<file path="src/rtl/uart_cmd_parser_pkg.sv">
// Shared packet-framing definitions for the UART command parser.
// Covers the start-of-frame byte, the parser states, the LEN field width and the checksum step.
package uart_cmd_parser_pkg;

    localparam logic [7:0] PKT_SOF = 8'hA5;
    localparam int         LEN_W   = 5;

    typedef enum logic [2:0] {
        WAIT_SOF    = 3'd0,
        GET_CMD     = 3'd1,
        GET_LEN     = 3'd2,
        GET_PAYLOAD = 3'd3,
        GET_CHK     = 3'd4
    } pkt_state_e;

    function automatic logic [7:0] chk_update(input logic [7:0] chk, input logic [7:0] b);
        return chk ^ b;
    endfunction

endpackage

</file>
<file path="src/rtl/uart_pkt_timeout.sv">
// Inter-byte idle counter: cleared by clr_i, counts while en_i is high.
// expire_o fires when the count reaches TIMEOUT_CLKS-1 and clr_i is low in the same cycle.
module uart_pkt_timeout #(
    parameter int TIMEOUT_CLKS = 21700
) (
    input  logic clk_i,
    input  logic rst_ni,
    input  logic clr_i,
    input  logic en_i,
    output logic expire_o
);

    localparam int               CNT_W = (TIMEOUT_CLKS > 2) ? $clog2(TIMEOUT_CLKS) : 1;
    localparam logic [CNT_W-1:0] LAST  = CNT_W'(TIMEOUT_CLKS - 1);
    localparam logic [CNT_W-1:0] ONE   = CNT_W'(1);

    logic [CNT_W-1:0] cnt_q, cnt_d;

    // Next count: cleared by a byte or when idle, saturates at the expiry value
    always_comb begin
        cnt_d = cnt_q;
        if (clr_i || !en_i) begin
            cnt_d = '0;
        end else if (cnt_q >= LAST) begin
            cnt_d = cnt_q;
        end else begin
            cnt_d = cnt_q + ONE;
        end
    end

    // Count register
    always_ff @(posedge clk_i or negedge rst_ni) begin
        if (!rst_ni) begin
            cnt_q <= '0;
        end else begin
            cnt_q <= cnt_d;
        end
    end

    assign expire_o = en_i && !clr_i && (cnt_q >= LAST);

endmodule

</file>
<file path="src/rtl/uart_cmd_parser.sv">
// Frames the UART byte stream into SOF/CMD/LEN/payload/CHK packets and presents them on a valid/ready port.
// Bad, timed-out or overrun packets are dropped and reported as one-cycle error pulses.
module uart_cmd_parser
    import uart_cmd_parser_pkg::*;
#(
    parameter int MAX_LEN      = 4,
    parameter int TIMEOUT_CLKS = 21700
) (
    input  logic                 i_Clk,
    input  logic                 i_Rst_L,
    input  logic                 i_RX_DV,
    input  logic [7:0]           i_RX_Byte,
    output logic                 o_Cmd_Valid,
    input  logic                 i_Cmd_Ready,
    output logic [7:0]           o_Cmd,
    output logic [LEN_W-1:0]     o_Len,
    output logic [MAX_LEN*8-1:0] o_Payload,
    output logic                 o_Err_Chk,
    output logic                 o_Err_Len,
    output logic                 o_Err_Timeout,
    output logic                 o_Err_Overrun
);

    localparam int         IDX_W     = (MAX_LEN > 1) ? $clog2(MAX_LEN) : 1;
    localparam logic [7:0] MAX_LEN_B = 8'(MAX_LEN);

    pkt_state_e           state_q, state_d;
    logic [7:0]           cmd_w_q, cmd_w_d;
    logic [LEN_W-1:0]     len_w_q, len_w_d;
    logic [7:0]           chk_q, chk_d;
    logic [IDX_W-1:0]     idx_q, idx_d;
    logic [7:0]           buf_q [MAX_LEN];
    logic [7:0]           buf_d [MAX_LEN];
    logic                 err_chk_d, err_len_d, err_tmo_d, err_ovr_d;
    logic                 commit_s, commit_ok_s, tmo_exp_s;
    logic                 valid_d;
    logic [MAX_LEN*8-1:0] payload_s;

    uart_pkt_timeout #(.TIMEOUT_CLKS(TIMEOUT_CLKS)) u_timeout (
        .clk_i    (i_Clk),
        .rst_ni   (i_Rst_L),
        .clr_i    (i_RX_DV),
        .en_i     (state_q != WAIT_SOF),
        .expire_o (tmo_exp_s)
    );

    // Parser next-state: advances only on byte strobes, timeout wins only when no byte arrives
    always_comb begin
        state_d   = state_q;
        cmd_w_d   = cmd_w_q;
        len_w_d   = len_w_q;
        chk_d     = chk_q;
        idx_d     = idx_q;
        buf_d     = buf_q;
        err_chk_d = 1'b0;
        err_len_d = 1'b0;
        err_tmo_d = 1'b0;
        commit_s  = 1'b0;
        if (tmo_exp_s) begin
            state_d   = WAIT_SOF;
            err_tmo_d = 1'b1;
        end else if (i_RX_DV) begin
            case (state_q)
                WAIT_SOF: begin
                    if (i_RX_Byte == PKT_SOF) begin
                        state_d = GET_CMD;
                    end else begin
                        state_d = WAIT_SOF;
                    end
                end
                GET_CMD: begin
                    cmd_w_d = i_RX_Byte;
                    chk_d   = i_RX_Byte;
                    state_d = GET_LEN;
                end
                GET_LEN: begin
                    if (i_RX_Byte > MAX_LEN_B) begin
                        err_len_d = 1'b1;
                        state_d   = WAIT_SOF;
                    end else begin
                        len_w_d = i_RX_Byte[LEN_W-1:0];
                        chk_d   = chk_update(chk_q, i_RX_Byte);
                        idx_d   = '0;
                        state_d = (i_RX_Byte == 8'h00) ? GET_CHK : GET_PAYLOAD;
                    end
                end
                GET_PAYLOAD: begin
                    buf_d[idx_q] = i_RX_Byte;
                    chk_d        = chk_update(chk_q, i_RX_Byte);
                    if (LEN_W'(idx_q) == len_w_q - LEN_W'(1)) begin
                        state_d = GET_CHK;
                    end else begin
                        idx_d = idx_q + IDX_W'(1);
                    end
                end
                GET_CHK: begin
                    if (i_RX_Byte != chk_q) begin
                        err_chk_d = 1'b1;
                    end else begin
                        commit_s = 1'b1;
                    end
                    state_d = WAIT_SOF;
                end
                default: state_d = WAIT_SOF;
            endcase
        end else begin
            state_d = state_q;
        end
    end

    // Output handshake: a commit needs a free or simultaneously drained output slot
    always_comb begin
        commit_ok_s = commit_s && (!o_Cmd_Valid || i_Cmd_Ready);
        err_ovr_d   = commit_s && o_Cmd_Valid && !i_Cmd_Ready;
        if (commit_ok_s) begin
            valid_d = 1'b1;
        end else if (o_Cmd_Valid && i_Cmd_Ready) begin
            valid_d = 1'b0;
        end else begin
            valid_d = o_Cmd_Valid;
        end
        payload_s = '0;
        for (int k = 0; k < MAX_LEN; k++) begin
            if (k < int'(len_w_q)) begin
                payload_s[8*k +: 8] = buf_q[k];
            end else begin
                payload_s[8*k +: 8] = 8'h00;
            end
        end
    end

    // Parser state and working buffer
    always_ff @(posedge i_Clk or negedge i_Rst_L) begin
        if (!i_Rst_L) begin
            state_q <= WAIT_SOF;
            cmd_w_q <= 8'h00;
            len_w_q <= '0;
            chk_q   <= 8'h00;
            idx_q   <= '0;
            buf_q   <= '{default: 8'h00};
        end else begin
            state_q <= state_d;
            cmd_w_q <= cmd_w_d;
            len_w_q <= len_w_d;
            chk_q   <= chk_d;
            idx_q   <= idx_d;
            buf_q   <= buf_d;
        end
    end

    // Registered packet output and error pulses
    always_ff @(posedge i_Clk or negedge i_Rst_L) begin
        if (!i_Rst_L) begin
            o_Cmd_Valid   <= 1'b0;
            o_Cmd         <= 8'h00;
            o_Len         <= '0;
            o_Payload     <= '0;
            o_Err_Chk     <= 1'b0;
            o_Err_Len     <= 1'b0;
            o_Err_Timeout <= 1'b0;
            o_Err_Overrun <= 1'b0;
        end else begin
            o_Cmd_Valid   <= valid_d;
            o_Err_Chk     <= err_chk_d;
            o_Err_Len     <= err_len_d;
            o_Err_Timeout <= err_tmo_d;
            o_Err_Overrun <= err_ovr_d;
            if (commit_ok_s) begin
                o_Cmd     <= cmd_w_q;
                o_Len     <= len_w_q;
                o_Payload <= payload_s;
            end else begin
                o_Cmd     <= o_Cmd;
                o_Len     <= o_Len;
                o_Payload <= o_Payload;
            end
        end
    end

endmodule

</file>
<file path="config.mk">
export PLATFORM = sky130hd
export DESIGN_NAME = uart_cmd_parser
export DESIGN_NICKNAME = d
export VERILOG_FILES = /design/src/rtl/uart_cmd_parser_pkg.sv /design/src/rtl/uart_pkt_timeout.sv /design/src/rtl/uart_cmd_parser.sv
export SDC_FILE = /design/constraint.sdc
export NUM_CORES = 1
export LEC_CHECK = 0
export BUFFER_PORTS_ARGS = -buffer_cell sky130_fd_sc_hd__buf_2
export CORE_MARGIN = 3
export CORE_UTILIZATION = 28
export CTS_BUF_LIST = sky130_fd_sc_hd__clkbuf_16
export CTS_CLUSTER_SIZE = 12
export DETAILED_ROUTE_END_ITERATION = 10
export SLEW_MARGIN = 25
export SYNTH_ARGS = -nofsm -noshare
export SYNTH_HDL_FRONTEND = slang
export SYNTH_HIERARCHICAL = 1
export SYNTH_SLANG_ARGS = --single-unit
</file>
<file path="constraint.sdc">
create_clock -name i_Clk -period 5.43 [get_ports i_Clk]
set_input_delay 1.086 -clock i_Clk [delete_from_list [all_inputs] [get_ports i_Clk]]
set_output_delay 1.086 -clock i_Clk [all_outputs]
set_load 0.02 [all_outputs]
</file>
==> key figures, run 1 <==
Detailed routing
  • Initial DRC count: 256
  • Routed wire length: between 10 and 15 mm
  • WL per Instance: around 16 um
  • DR vias: 3932
  • Pre-antenna DRT Iters: 4
  • DRC: 0
  • Post-DRT Antenna Nets: 0
  • Vias/cell: 4.664

Logic synthesis
  • Post-synthesis register bit count: 123
  • Synth Cell Area: 0.005948 mm^2
  • Most common library cells after synthesis: dfrtp_1, nand2_1, mux2_1
  • Post-synth EDFFs: 0
  • Synth top area share: 0.5175
  • Top cells by area, synth: dfrtp_1, mux2_1, mux2_4
  • Leading area contributor after synthesis: dfrtp_1
  • Synth Area per Inst: approximately 12 um^2
  • Cells after synthesis: roughly 500
  • Distinct cells, synth: 64
  • Post-Syn Nets: 517
  • Synth Flop Type: dfrtp_1
  • Seq/Total Area, Yosys: 0.5175
  • Synth async-reset ratio: 1.000
  • Most instantiated library cell after synthesis: dfrtp_1
  • Yosys warnings: 6

Critical path
  • Critical path origin: u_timeout/cnt_q[13]
  • CP top delay family: simple AND/OR/NAND/NOR gates
  • Arrival time worst endpoint: 3.76 ns
  • Register-to-register setup slack: 1.97 ns
  • CP bufs+invs: 1
  • Crit Path Class: register to register
  • Critical path depth: 9
  • RR Endpoint: o_Payload[17]
  • CP peak stage delay: 0.63 ns
  • CP required: 5.73 ns
  • Crit-path slowest cell: buf_4
  • Startpoint types: register
  • Crit end category: register
  • Crit-path cells: nand3b_1 > nor3_1 > a21oi_1 > nor2_1 > nand2b_1 > nor4b_4 > nand4_1 > buf_4 > mux2_1
  • CP Max Fanout: 45
  • Reg2Reg Depth: 9
  • Launching point of the worst reg2reg path: u_timeout/cnt_q[13]

Place
  • DP HPWL: 8.969 mm
  • Port Buffer Count: 61
  • Placer Congestion: 0.8257

Cells and area
  • Antenna Cells: 0
  • Nets: 579
  • P&R area growth vs syn: 19.58%
  • Layout cell share with drive strength beyond 1: 0.2478
  • Filler instances: 2091

Floorplanning
  • Row cnt: 52
  • Core Footprint: 0.02056 mm^2
  • Die footprint: 0.02303 mm^2
  • DIE HEIGHT: approximately 150 um
  • Boundary Pins: 62
  • Starting Density: 0.2893
  • Die X: approximately 150 um

Power and ir drop
  • P_sw: slightly above 600 uW
  • Cell leakage power: 3.533 nW
  • Power per cell area: 353.2 mW/mm^2
  • Sequential fraction of design power: 0.424
  • Maximum VDD drop: 0.1301 mV
  • Pint: between 1.5 and 2 mW
  • Combinational Power Share: 0.100
  • Clock share of power: 0.476
  • Switching share of power: 0.2480
  • Final Total Pwr: 2.513 mW

STA
  • Clock period minus worst slack: 3.461 ns
  • Setup TNS: 0 ns
  • Setup Skew: 0.006583 ns
  • Max-slew violation count: 0
  • Final hold vios: 0
  • Slew @ Worst Pin: between 0.7 and 0.8 ns
  • RSZ-0062 raised after global routing: false
  • Slew margin rel.: 0.4718
  • Period utilization: 0.6374
  • Fmax: 288.9 MHz
  • Setup violations, final: 0

CTS
  • CTS tree: done
  • CTS root buf: clkbuf_16
  • # Post-CTS Setup Buffers: 0
  • Cts repair resizes: 0
  • CTS H-tree depth: 4
  • Clock Sinks: 123
  • CTS buffer count: 17
  • Post-CTS Hold Buffers: 0
  • CTS Buffer Depth: 2
  • Later-pin clock latency in the skew report: 0.42 ns
  • Clock Pin Slew Worst Setup and Hold Paths: 0.05 ns

Hold path
  • Worst Hold Class: register to register
  • End of the worst hold path: buf_q[13]
  • Worst min-delay path startpoint: buf_q[13]
  • Worst hold stages: 1

GRT
  • Largest net degree at the start of global routing: 62
  • Tot GR Track Use: 0.1263
  • First-pass GRT wire length: 22.43 mm
  • Grt ovf: 0
  • Antenna violations before repair: 0
  • Number of global-route vias before repair: 4054

Status
  • Outcome: completed

Run
  • MaxCap Viol Count: 0
## cells by family (layout without fill, tap and decap cells)
group / after synthesis / in the layout / share of synthesized area
and+or+nand+nor: 160 / 160 / 0.1576
DFF: 123 / 123 / 0.5175
muxes: 87 / 87 / 0.1765
AOI/OAI and AO/OA: 58 / 58 / 0.07131
buffers and inverters: 48 / 123 / 0.03912
xor gates and xnor gates: 15 / 15 / 0.02335
adders and majority gates: 7 / 7 / 0.01472
## how the worst max path moves through the flow
stage,to,slack [ns]
after CTS,o_Payload[17],1.98
after floorplan,o_Cmd[0],2.38
after global routing,o_Payload[19],1.64
after global placement,o_Payload[17],1.69
final,o_Payload[17],1.97
after detailed placement,o_Payload[17],1.59
## flip-flops by register name, summed over array words and instances, names as in the netlist, 2 cells and up
name / cells
idx_q: 2
state_q: 3
o_Cmd: 8
len_w_q: 5
cmd_w_q: 8
chk_q: 8
buf_q: 32
u_timeout/cnt_q: 15
o_Payload: 32
o_Len: 5
## worst reg2reg max path: stages, from the launching register on
cell and delay, ns:
dfrtp_1 0.41, nand3b_1 0.21, nor3_1 0.45, a21oi_1 0.27, nor2_1 0.38, nand2b_1 0.39, nor4b_4 0.09, nand4_1 0.10
buf_4 0.63, mux2_1 0.41
## routing by layer
metal	routed length, um	vias up	global-route usage
met2	6297	73	0.1998
met4	242	0	0.04537
met1	6232	1956	0.1626
met3	712	18	0.04045
met5	0	-	0
li1	-	1885	-
## cell type report
cell class	count	area [um^2]	area share
Sequential cell	123	3078	0.4327
Multi-Input combinational cell	327	2638	0.3708
Clock inverter	15	198.9	0.02797
Timing Repair Buffer	65	337.8	0.04749
Inverter	26	97.59	0.01372
Tap cell	270	337.8	0.04749
Clock buffer	17	425.4	0.05981
## layout by cell type (no fill, tap or decap), types with 3 or more instances in the layout
master	instances
nor2b_1	26
buf_4	5
inv_1	28
or2_2	3
nand2b_1	10
buf_2	60
dfrtp_1	123
o22ai_1	6
nand3b_1	3
or3_1	3
nand2_1	45
nand3_1	8
o21ai_0	4
clkbuf_16	17
clkinv_4	3
ha_1	7
nor3_1	7
mux2_1	41
bufinv_16	4
o211ai_1	5
clkinvlp_4	3
a21oi_1	12
o221ai_1	3
nand4_1	6
mux2_2	6
mux2_4	24
xnor2_1	4
and3_1	6
or4_1	7
a221o_1	6
xor2_1	10
mux2i_1	16
nor2_1	16
## power groups by stage
stage / sequential [mW] / combinational, mW / clock [mW]
2_1_floorplan: 1.07 / 0.186 / 0
3_3_place_gp: 1.08 / 0.249 / 0
3_5_place_dp: 1.08 / 0.255 / 0
4_1_cts: 1.07 / 0.257 / 1.22
5_1_grt: 1.08 / 0.285 / 1.27
6_report: 1.06 / 0.251 / 1.20
## through the flow
stage               worst slack (ns)  cell area (um^2)  utilization  hold slack [ns]  cells
finish                         1.969              7113       0.3460           0.4804    843
detailed placement             1.592              6489       0.3156           0.4737    811
CTS                            1.983              7113       0.3460           0.4867    843
global placement               1.694              6489       0.3156           0.4661    811
floorplan                      2.380              5948            -           0.4562    498
global route                   1.641              7113       0.3460           0.5003    843
Note: power is estimated with default switching activity, not from simulation.
==> run 2: changes to the inputs <==
==> constraint.sdc (replaced) <==
create_clock -name i_Clk -period 3.25 [get_ports i_Clk]
set_input_delay 0.65 -clock i_Clk [delete_from_list [all_inputs] [get_ports i_Clk]]
set_output_delay 0.65 -clock i_Clk [all_outputs]
set_load 0.02 [all_outputs]
==> run 2 against run 1 <==
Against the previous run: cell count increased by 0.83%; clock skew grew 0.0023 ns; via count rose by 0.41%; combinational power grew 70%; routed wire length decreased by 2.6%; flip-flop and latch count is the same; critical path depth increased by 1; sequential share of layout area rose by 0.11 points; setup slack got worse by 1.6 ns; critical path type unchanged; fmax increased by 20%.
==> key figures, run 2 (synthesized netlist as in run 1, its figures left out) <==
Hold path
  • Worst Hold Class: input port to asynchronous set/reset pin

Power and ir drop
  • Switching share of power: 0.2696
  • Cell leakage power: about 3.5 nW
  • Clock share of power: 0.439
  • Final Total Pwr: around 3.9 mW
  • Sequential fraction of design power: 0.452
  • P_sw: 1.056 mW
  • Power per cell area: 552.0 mW/mm^2
  • Pint: ~2.9 mW
  • Combinational Power Share: 0.109
  • Maximum VDD drop: ~0.25 mV

CTS
  • Clock Pin Slew Worst Setup and Hold Paths: 0.06 ns
  • CTS tree: done
  • CTS H-tree depth: 4
  • Clock Sinks: 123
  • CTS root buf: clkbuf_16
  • CTS buffer count: 17
  • Cts repair resizes: 0
  • Post-CTS Hold Buffers: 0
  • Later-pin clock latency in the skew report: 0.42 ns
  • CTS Buffer Depth: 2
  • # Post-CTS Setup Buffers: 0

Critical path
  • CP top delay family: simple AND/OR/NAND/NOR gates
  • CP bufs+invs: 1
  • Crit end category: register
  • RR Endpoint: o_Payload[17]
  • Cell repeated most along the worst path: a21oi_1
  • Register-to-register setup slack: 0.37 ns
  • Crit-path cells: ha_1 > a21oi_1 > nand2_1 > a21oi_1 > nor2_1 > nand2b_1 > nor4b_4 > nand4_1 > buf_12 > mux2_1
  • CP peak stage delay: 0.41 ns
  • Arrival time worst endpoint: 3.18 ns
  • Crit-path slowest cell: dfrtp_1
  • CP Max Fanout: 45
  • Crit Path Class: register to register
  • Reg2Reg Depth: 10
  • Launching point of the worst reg2reg path: u_timeout/cnt_q[0]
  • Startpoint types: register
  • CP required: 3.55 ns

GRT
  • Number of global-route vias before repair: 3979
  • First-pass GRT wire length: 21.47 mm
  • Grt ovf: 0
  • Largest net degree at the start of global routing: 48
  • Tot GR Track Use: 0.1220
  • Antenna violations before repair: 0

Cells and area
  • Antenna Cells: 0
  • Largest regs: buf_q (32), o_Payload (32), u_timeout/cnt_q (15)
  • Post-route cell area: 0.007094 mm^2
  • Most common cell after layout, fill and taps aside: dfrtp_1
  • Finished Layout Cells: 850
  • Nets: 586
  • Area of the multi-input gates: 0.002638 mm^2
  • Most frequent cells in the layout: dfrtp_1, buf_2, nand2_1, mux2_1
  • Filler instances: 2084
  • P&R area growth vs syn: 19.27%
  • Layout cell share with drive strength beyond 1: 0.2569
  • Sequential cell area: 0.003078 mm^2

STA
  • Period utilization: 0.8876
  • RSZ-0062 raised after global routing: false
  • Clock period minus worst slack: 2.885 ns
  • Fmax: 346.7 MHz
  • Worst hold margin: 0.2297 ns
  • Setup Skew: approximately 0.0089 ns
  • Slew margin rel.: 0.5475
  • Max-slew violation count: 0
  • Setup violations, final: 0
  • Setup TNS: 0 ns
  • Slew @ Worst Pin: about 0.67 ns
  • Final hold vios: 0

Status
  • Outcome: completed

Floorplanning
  • Starting Density: 0.2893
  • DIE HEIGHT: 151.8 um
  • Die footprint: 0.02303 mm^2
  • Core Footprint: 0.02056 mm^2
  • Boundary Pins: 62
  • Die X: 151.8 um
  • Row cnt: 52

Detailed routing
  • Vias/cell: 4.645
  • DRC: 0
  • DR vias: 3948
  • Routed wire length: 13.14 mm
  • Post-DRT Antenna Nets: 0
  • WL per Instance: 15.46 um
  • Pre-antenna DRT Iters: 4
  • Initial DRC count: ~180

Place
  • Port Buffer Count: 61
  • Post-DP Area: 0.006554 mm^2
  • DP HPWL: 9.038 mm
  • Placer Congestion: 0.7943
  • Placed insts: between 800 and 900

Run
  • MaxCap Viol Count: 0
[run 2: cell types whose count changed in the layout (fill, tap and decap cells not counted), sizes merged]
cell      before  now
clkinvlp       3    5
buf           65   72
bufinv         4    0
inv           30   31
clkinv         4    5
[run 2: worst max-delay path by stage]
stage | from | endpoint | slack (ns) | cells after the start
finish | u_timeout/cnt_q[0] | o_Payload[17] | 0.37 | 10
global route | u_timeout/cnt_q[0] | o_Payload[17] | 0.06 | 10
floorplan | state_q[1] | o_Cmd[0] | 0.44 | 12
global placement | u_timeout/cnt_q[0] | o_Payload[17] | 0.40 | 10
CTS | u_timeout/cnt_q[0] | o_Payload[17] | 0.34 | 10
detailed placement | u_timeout/cnt_q[0] | o_Payload[17] | 0.36 | 10
[run 2: per-stage QoR]
step / worst slack, ns / util
2_1_floorplan: 0.4432 / -
5_1_grt: 0.06428 / 0.3451
6_report: 0.3653 / 0.3451
3_3_place_gp: 0.4021 / 0.3188
4_1_cts: 0.3356 / 0.3451
3_5_place_dp: 0.3572 / 0.3188
[run 2: area by class of cell]
type,count,share of cell area
Sequential cell,123,0.4339
Multi-Input combinational cell,327,0.3718
Clock buffer,17,0.05996
Timing Repair Buffer,72,0.05679
Tap cell,270,0.04762
Clock inverter,15,0.01623
Inverter,26,0.01376
[run 2: metal layers]
layer | vias to the layer above | global-route usage | part of all wire | routed length [um]
met4 | 0 | 0.05571 | 0.020 | 260
met5 | - | 0 | 0 | 0
met1 | 1947 | 0.1618 | 0.46 | 6080
met3 | 23 | 0.03629 | 0.060 | 792
li1 | 1893 | - | - | -
met2 | 85 | 0.1838 | 0.46 | 6007
[run 2: power groups by stage]
stage | Clock [mW] | Combinational [mW] | Sequential, mW
4_1_cts | 1.76 | 0.436 | 1.77
6_report | 1.72 | 0.426 | 1.77
3_5_place_dp | 0 | 0.433 | 1.80
2_1_floorplan | 0 | 0.311 | 1.78
5_1_grt | 1.84 | 0.480 | 1.79
3_3_place_gp | 0 | 0.428 | 1.79
